`src/rtl/sram_port_arbiter.sv`:
```
// SRAM port arbiter: shares one external async SRAM between a sample writer
// and an MCU read path, sequencing ram_nwr/ram_nrd with setup/pulse/hold
// timing. Writes win by default; a run counter bounds how many consecutive
// writes may be granted while a read waits.
module sram_port_arbiter #(
   parameter int WR_PULSE   = 2,
   parameter int RD_PULSE   = 3,
   parameter int MAX_WR_RUN = 8
) (
   input  logic        clk,
   input  logic        mcu_n_rst,
   input  logic        wr_req,
   input  logic [19:0] wr_addr,
   input  logic [7:0]  wr_data,
   output logic        wr_ack,
   input  logic        rd_req,
   input  logic [19:0] rd_addr,
   output logic [7:0]  rd_data,
   output logic        rd_valid,
   output logic        busy,
   output logic        ram_nrd,
   output logic        ram_nwr,
   output logic [19:0] ram_addr,
   output logic [7:0]  ram_dout,
   input  logic [7:0]  ram_din,
   output logic        ram_oe
);

   localparam logic [2:0] S_IDLE     = 3'd0;
   localparam logic [2:0] S_WR_SETUP = 3'd1;
   localparam logic [2:0] S_WR_PULSE = 3'd2;
   localparam logic [2:0] S_WR_HOLD  = 3'd3;
   localparam logic [2:0] S_RD_PULSE = 3'd4;
   localparam logic [2:0] S_RD_DONE  = 3'd5;

   localparam logic [3:0] WR_LOAD = 4'(WR_PULSE - 1);
   localparam logic [3:0] RD_LOAD = 4'(RD_PULSE - 1);
   localparam logic [7:0] RUN_MAX = 8'(MAX_WR_RUN);

   logic [2:0]  r_state;
   logic [3:0]  r_pcnt;
   logic [7:0]  r_run_cnt;
   logic        r_ram_nrd;
   logic        r_ram_nwr;
   logic        r_ram_oe;
   logic [19:0] r_ram_addr;
   logic [7:0]  r_ram_dout;
   logic [7:0]  r_rd_data;
   logic        r_wr_ack;
   logic        r_rd_valid;
   logic        r_busy;

   logic [2:0]  w_next_state;
   logic        w_grant_wr;
   logic        w_grant_rd;

   // Grant decision in IDLE: write first unless the run limit is reached with a read waiting.
   always_comb begin
      w_grant_wr = 1'b0;
      w_grant_rd = 1'b0;
      if (r_state == S_IDLE) begin
         if (wr_req && (!rd_req || (r_run_cnt < RUN_MAX))) begin
            w_grant_wr = 1'b1;
         end else if (rd_req) begin
            w_grant_rd = 1'b1;
         end else begin
            w_grant_wr = 1'b0;
            w_grant_rd = 1'b0;
         end
      end else begin
         w_grant_wr = 1'b0;
         w_grant_rd = 1'b0;
      end
   end

   // Next-state logic; every access returns to IDLE so a turnaround cycle always follows.
   always_comb begin
      w_next_state = S_IDLE;
      case (r_state)
         S_IDLE: begin
            if (w_grant_wr) begin
               w_next_state = S_WR_SETUP;
            end else if (w_grant_rd) begin
               w_next_state = S_RD_PULSE;
            end else begin
               w_next_state = S_IDLE;
            end
         end
         S_WR_SETUP: w_next_state = S_WR_PULSE;
         S_WR_PULSE: begin
            if (r_pcnt == 4'd0) begin
               w_next_state = S_WR_HOLD;
            end else begin
               w_next_state = S_WR_PULSE;
            end
         end
         S_WR_HOLD:  w_next_state = S_IDLE;
         S_RD_PULSE: begin
            if (r_pcnt == 4'd0) begin
               w_next_state = S_RD_DONE;
            end else begin
               w_next_state = S_RD_PULSE;
            end
         end
         S_RD_DONE:  w_next_state = S_IDLE;
         default:    w_next_state = S_IDLE;
      endcase
   end

   // State, counters and registered SRAM/handshake outputs derived from the next state.
   always_ff @(posedge clk or negedge mcu_n_rst) begin
      if (!mcu_n_rst) begin
         r_state    <= S_IDLE;
         r_pcnt     <= 4'd0;
         r_run_cnt  <= 8'd0;
         r_ram_nrd  <= 1'b1;
         r_ram_nwr  <= 1'b1;
         r_ram_oe   <= 1'b0;
         r_ram_addr <= 20'd0;
         r_ram_dout <= 8'd0;
         r_rd_data  <= 8'd0;
         r_wr_ack   <= 1'b0;
         r_rd_valid <= 1'b0;
         r_busy     <= 1'b0;
      end else begin
         r_state    <= w_next_state;
         r_busy     <= (w_next_state != S_IDLE);
         r_wr_ack   <= (w_next_state == S_WR_HOLD);
         r_rd_valid <= (w_next_state == S_RD_DONE);
         r_ram_nwr  <= (w_next_state != S_WR_PULSE);
         r_ram_nrd  <= (w_next_state != S_RD_PULSE);
         r_ram_oe   <= (w_next_state == S_WR_SETUP) || (w_next_state == S_WR_PULSE) ||
                       (w_next_state == S_WR_HOLD);

         if (w_grant_wr) begin
            r_ram_addr <= wr_addr;
            r_ram_dout <= wr_data;
            if (!rd_req) begin
               r_run_cnt <= 8'd0;
            end else if (r_run_cnt != 8'hFF) begin
               r_run_cnt <= r_run_cnt + 8'd1;
            end
         end else if (w_grant_rd) begin
            r_ram_addr <= rd_addr;
            r_run_cnt  <= 8'd0;
         end

         if (r_state == S_WR_SETUP) begin
            r_pcnt <= WR_LOAD;
         end else if (w_grant_rd) begin
            r_pcnt <= RD_LOAD;
         end else if (((r_state == S_WR_PULSE) || (r_state == S_RD_PULSE)) && (r_pcnt != 4'd0)) begin
            r_pcnt <= r_pcnt - 4'd1;
         end

         // Data is sampled at the edge that ends the final read-pulse cycle.
         if ((r_state == S_RD_PULSE) && (r_pcnt == 4'd0)) begin
            r_rd_data <= ram_din;
         end
      end
   end

   assign wr_ack   = r_wr_ack;
   assign rd_valid = r_rd_valid;
   assign rd_data  = r_rd_data;
   assign busy     = r_busy;
   assign ram_nrd  = r_ram_nrd;
   assign ram_nwr  = r_ram_nwr;
   assign ram_oe   = r_ram_oe;
   assign ram_addr = r_ram_addr;
   assign ram_dout = r_ram_dout;

endmodule

```
`config.mk`:
```
export PLATFORM = sky130hd
export DESIGN_NAME = sram_port_arbiter
export DESIGN_NICKNAME = d
export VERILOG_FILES = /design/src/rtl/sram_port_arbiter.sv
export SDC_FILE = /design/constraint.sdc
export NUM_CORES = 1
export LEC_CHECK = 0
export ABC_AREA = 1
export BUFFER_PORTS_ARGS = -buffer_cell sky130_fd_sc_hd__buf_2
export CORE_UTILIZATION = 53
export CTS_CLUSTER_DIAMETER = 100
export CTS_CLUSTER_SIZE = 14
export DETAILED_ROUTE_END_ITERATION = 8
export PLACE_DENSITY = 0.87
export SYNTH_ARGS = -nofsm -noshare
export SYNTH_HDL_FRONTEND = slang
export SYNTH_SLANG_ARGS = --single-unit
```
`constraint.sdc`:
```
create_clock -name clk -period 4.6 [get_ports clk]
set_clock_uncertainty 0.2 [all_clocks]
set_input_delay 1.38 -clock clk [delete_from_list [all_inputs] [get_ports clk]]
set_output_delay 1.38 -clock clk [all_outputs]
set_load 0.01 [all_outputs]
```
==> summary by stage <==
Pwr
The leakage power is a little over 2 nW. The proportion of power drawn by the clock network is 20.3%. In this run the power density over the cells is 653 nW/µm².

Across the VDD grid, the largest voltage drop is 372 µV. Registers are responsible for between 30 and 40% of the overall power. In this run the power spent charging and discharging nets is 0.000899 W.

The internal power of the cells totals ~0.0013 W. In this run switching power makes up roughly 40% of total power. The part of the total power dissipated in combinational logic is about two fifths.

Clock tree
The clock-pin slew on the worst setup and hold paths is approximately 0.06 ns. TritonCTS built the clock tree. The tree is rooted in a clkbuf_8. No sink is reached through more buffers than the 2 on the longest clock path. The total of cells resized after clock tree synthesis is 0.

In this run, CTS created clock tree buffers numbering 9. The post-cts hold buffer count is 0. The buffers inserted during post-CTS setup optimization is 0. The clock sink total is 57.

For the worst-skew pair, the clock arrives at the later sink with an insertion delay of 0.33 ns. The H-tree was split into 3 levels.

Status
The run finished with clean final reports.

Yosys
In the synthesized netlist the async set-or-reset flop fraction comes to 100%. Of all cell types, the one taking the most synthesized area is dfrtp_1. Sequential elements use between 50% and 60% of the synthesized area. By area the synthesized netlist is led by dfrtp_1 (51%), nand2_1 (17%), inv_1 (8.6%).

The most used standard cell by instance count after synthesis is nand2_1. In the synthesized netlist the dominant register cell turns out to be dfrtp_1. The number of warning messages in the yosys log is 0. The number of storage elements in the synthesis netlist is 57.

The netlist area before placement is 2710 µm². In this run the biggest area consumer among cell types represents 50.8% of the synthesized area. In this run, synthesis inferred 0 flip-flops with an integrated enable. After synthesis, the most frequently instantiated cells are nand2_1 (120), inv_1 (62), dfrtp_1 (55). After synthesis, the mean cell area works out to 7.88 µm². The gate count after technology mapping is 344.

Synthesis produced a netlist with a net count of 406. In this run, distinct cell masters in the synthesized netlist total 22.

Global route
The initial antenna violation count was 0. The global-route wire length before repair is 10400 µm. Summed over all layers, the global routing overflow is 0. The number of global-route vias before repair came to 2349. The overall global routing resource usage is 26.0%.

The largest net degree at the start of global routing is 39.

Placed design
The count of input and output buffers is between 100 and 150. The area after detailed placement is ~3200 µm². Summed over all nets, the half-perimeter wirelength after detailed placement is 4360 µm. The final RePlAce weighted congestion is 0.794.

Critical path
The highest net fanout along the worst path is 38. The critical path startpoint category is an input port. Data on the critical path arrives at its endpoint at 2.95 ns. At the worst endpoint, the required time is 4.62 ns. STA classifies the critical path endpoint as a register. The critical path is of the in -> reg type.

Drt
The final antenna-violating net count is 0. After detailed routing, the average wire length per cell comes to 11.9 µm. The DRC violation count after routing is 0. Using the TritonRoute via totals, the vias-per-cell ratio works out to between 4 and 5.

The overall via count from detail_route is 2487. The final layout contains routed wiring with a total length of about 6000 µm. The number of detailed-route iterations in the first pass is 4. The first routing iteration left about 170 violations.

STA
The number of pins exceeding their max-slew limit in the final report is 0. The setup total negative slack is 0 ns. The highest achievable clock rate is 341 MHz.

The total setup violations reported at the end of the flow is 0. The fraction of the cycle the final worst path needs is around 64%. The slew of the pin with the lowest slew margin is 0.798 ns. Setup repair after global routing left no endpoint under its margin. The minimum clock period is 2.93 ns. The number of hold violations in the final report is 0. The headroom to the max-slew limit is 46.6%.

Hold path
In this run the worst hold path is classified as reg -> reg.

Floorplanning
For this design the top-level I/O count stands at between 100 and 150. For this configuration, the core starts out at a cell density of 56.3%. The core area is 4820 µm². The floorplan step defined a die boundary enclosing 5400 µm². The width of the chip is 73.5 µm. The floorplan die height is 73.5 µm.

The number of placement rows is 25.

Run
The max-capacitance violation count is 0.

Finish
Relative to the synthesized area, the layout overhead comes to 25.9%. The count of filler cells inserted in the layout is 406. The repair_antennas step left the layout with diodes totalling 0. The number of nets in the layout is 504.

Cells with a size suffix above 1 make up approximately 28% of the layout. The area of all placed cells without fillers is about 3400 µm².
[metal layers]
layer / vias to the layer above / share of wire (%) / global-route usage, %
li1: 1252 / - / -
met3: 14 / 6.0 / 7.13
met4: 0 / 2.1 / 11.1
met2: 84 / 47 / 40.4
met1: 1137 / 44 / 34.4
met5: - / 0 / 0
[registers in the layout, indices dropped and copies added (netlist names)]
register,cells
ram_dout,8
wr_ack,1
r_pcnt,4
r_state,3
rd_data,8
rd_valid,1
r_run_cnt,8
busy,1
ram_nwr,1
ram_nrd,1
ram_addr,20
ram_oe,1
[power groups by stage]
| stage | Sequential (W) | Clock (W) | Combinational [W] |
|---|---|---|---|
| after floorplan | 0.000924 | 0 | 0.000551 |
| after global placement | 0.000843 | 0 | 0.000900 |
| after detailed placement | 0.000847 | 0 | 0.000930 |
| after CTS | 0.000843 | 0.000458 | 0.000933 |
| after global routing | 0.000869 | 0.000482 | 0.00106 |
| final | 0.000845 | 0.000452 | 0.000929 |
[layout by cell type, fill, tap and decap left out, types with 2 or more instances in the layout]
master    netlist  final
nand2_1       120    120
nand4_1        22     22
xor2_1          2      2
clkbuf_8        0     10
dfstp_2         2      2
clkbuf_1        4      3
nor2_1         12     12
nor3_1          2      2
nand3_1        28     28
dfrtp_1        55     55
clkinv_2        0      2
buf_4           2      2
ha_1            2      2
inv_1          62     62
buf_2           8    101
inv_2           4      4
o21ai_1         8      8
a21oi_1         4      4
[final timing paths]
| kind | startpoint | end | slack (ns) | depth (start not counted) |
|---|---|---|---|---|
| worst max-delay path | rd_req | busy | 1.67 | 7 |
| worst min-delay path | rd_data[6] | rd_data[6] | 0.26 | 2 |
| worst max register to register | r_run_cnt[4] | busy | 2.38 | 8 |
| worst min register to register | rd_data[6] | rd_data[6] | 0.26 | 2 |
| max in group asynchronous | mcu_n_rst | r_run_cnt[1] | 2.48 | 2 |
| min in group asynchronous | mcu_n_rst | ram_dout[4] | 0.93 | 1 |
[critical path, cell delays in order]
cell     delay (ns)
buf_2          0.14
nand2_1        0.42
nand3_1        0.22
buf_4          0.37
nand2_1        0.18
nor2_1         0.15
nand2_1        0.07
[cells by family (layout without fill, tap and decap cells)]
| logic type | count (synthesis) | after routing | share of synthesized area [%] |
|---|---|---|---|
| adders and majority gates | 2 | 2 | 0.923 |
| and+or+nand+nor | 186 | 186 | 29.7 |
| buffers and inverters | 82 | 185 | 12.6 |
| AOI/OAI and AO/OA | 15 | 15 | 3.42 |
| xor gates and xnor gates | 2 | 2 | 0.646 |
| DFF | 57 | 57 | 52.7 |
[area by class of cell]
class                           count  area, µm²  area share, %
Sequential cell                    57       1430           41.9
Multi-Input combinational cell    205        941           27.6
Timing Repair Buffer              103        520           15.3
Inverter                           66        248           7.26
Clock buffer                       13        149           4.37
Tap cell                           67       83.8           2.46
Clock inverter                      3       40.0           1.17
[per-stage QoR]
step	setup WS, ns	utilization [%]	instances	total power (W)	hold slack (ns)
after floorplan	2.12	-	344	0.00148	0.237
after global placement	1.41	66.9	498	0.00174	0.250
after detailed placement	1.37	66.9	498	0.00178	0.253
after CTS	1.70	70.8	514	0.00223	0.269
after global routing	1.49	70.8	514	0.00241	0.287
final	1.67	70.8	514	0.00223	0.262
No activity file was read; power rests on OpenSTA's default activity.
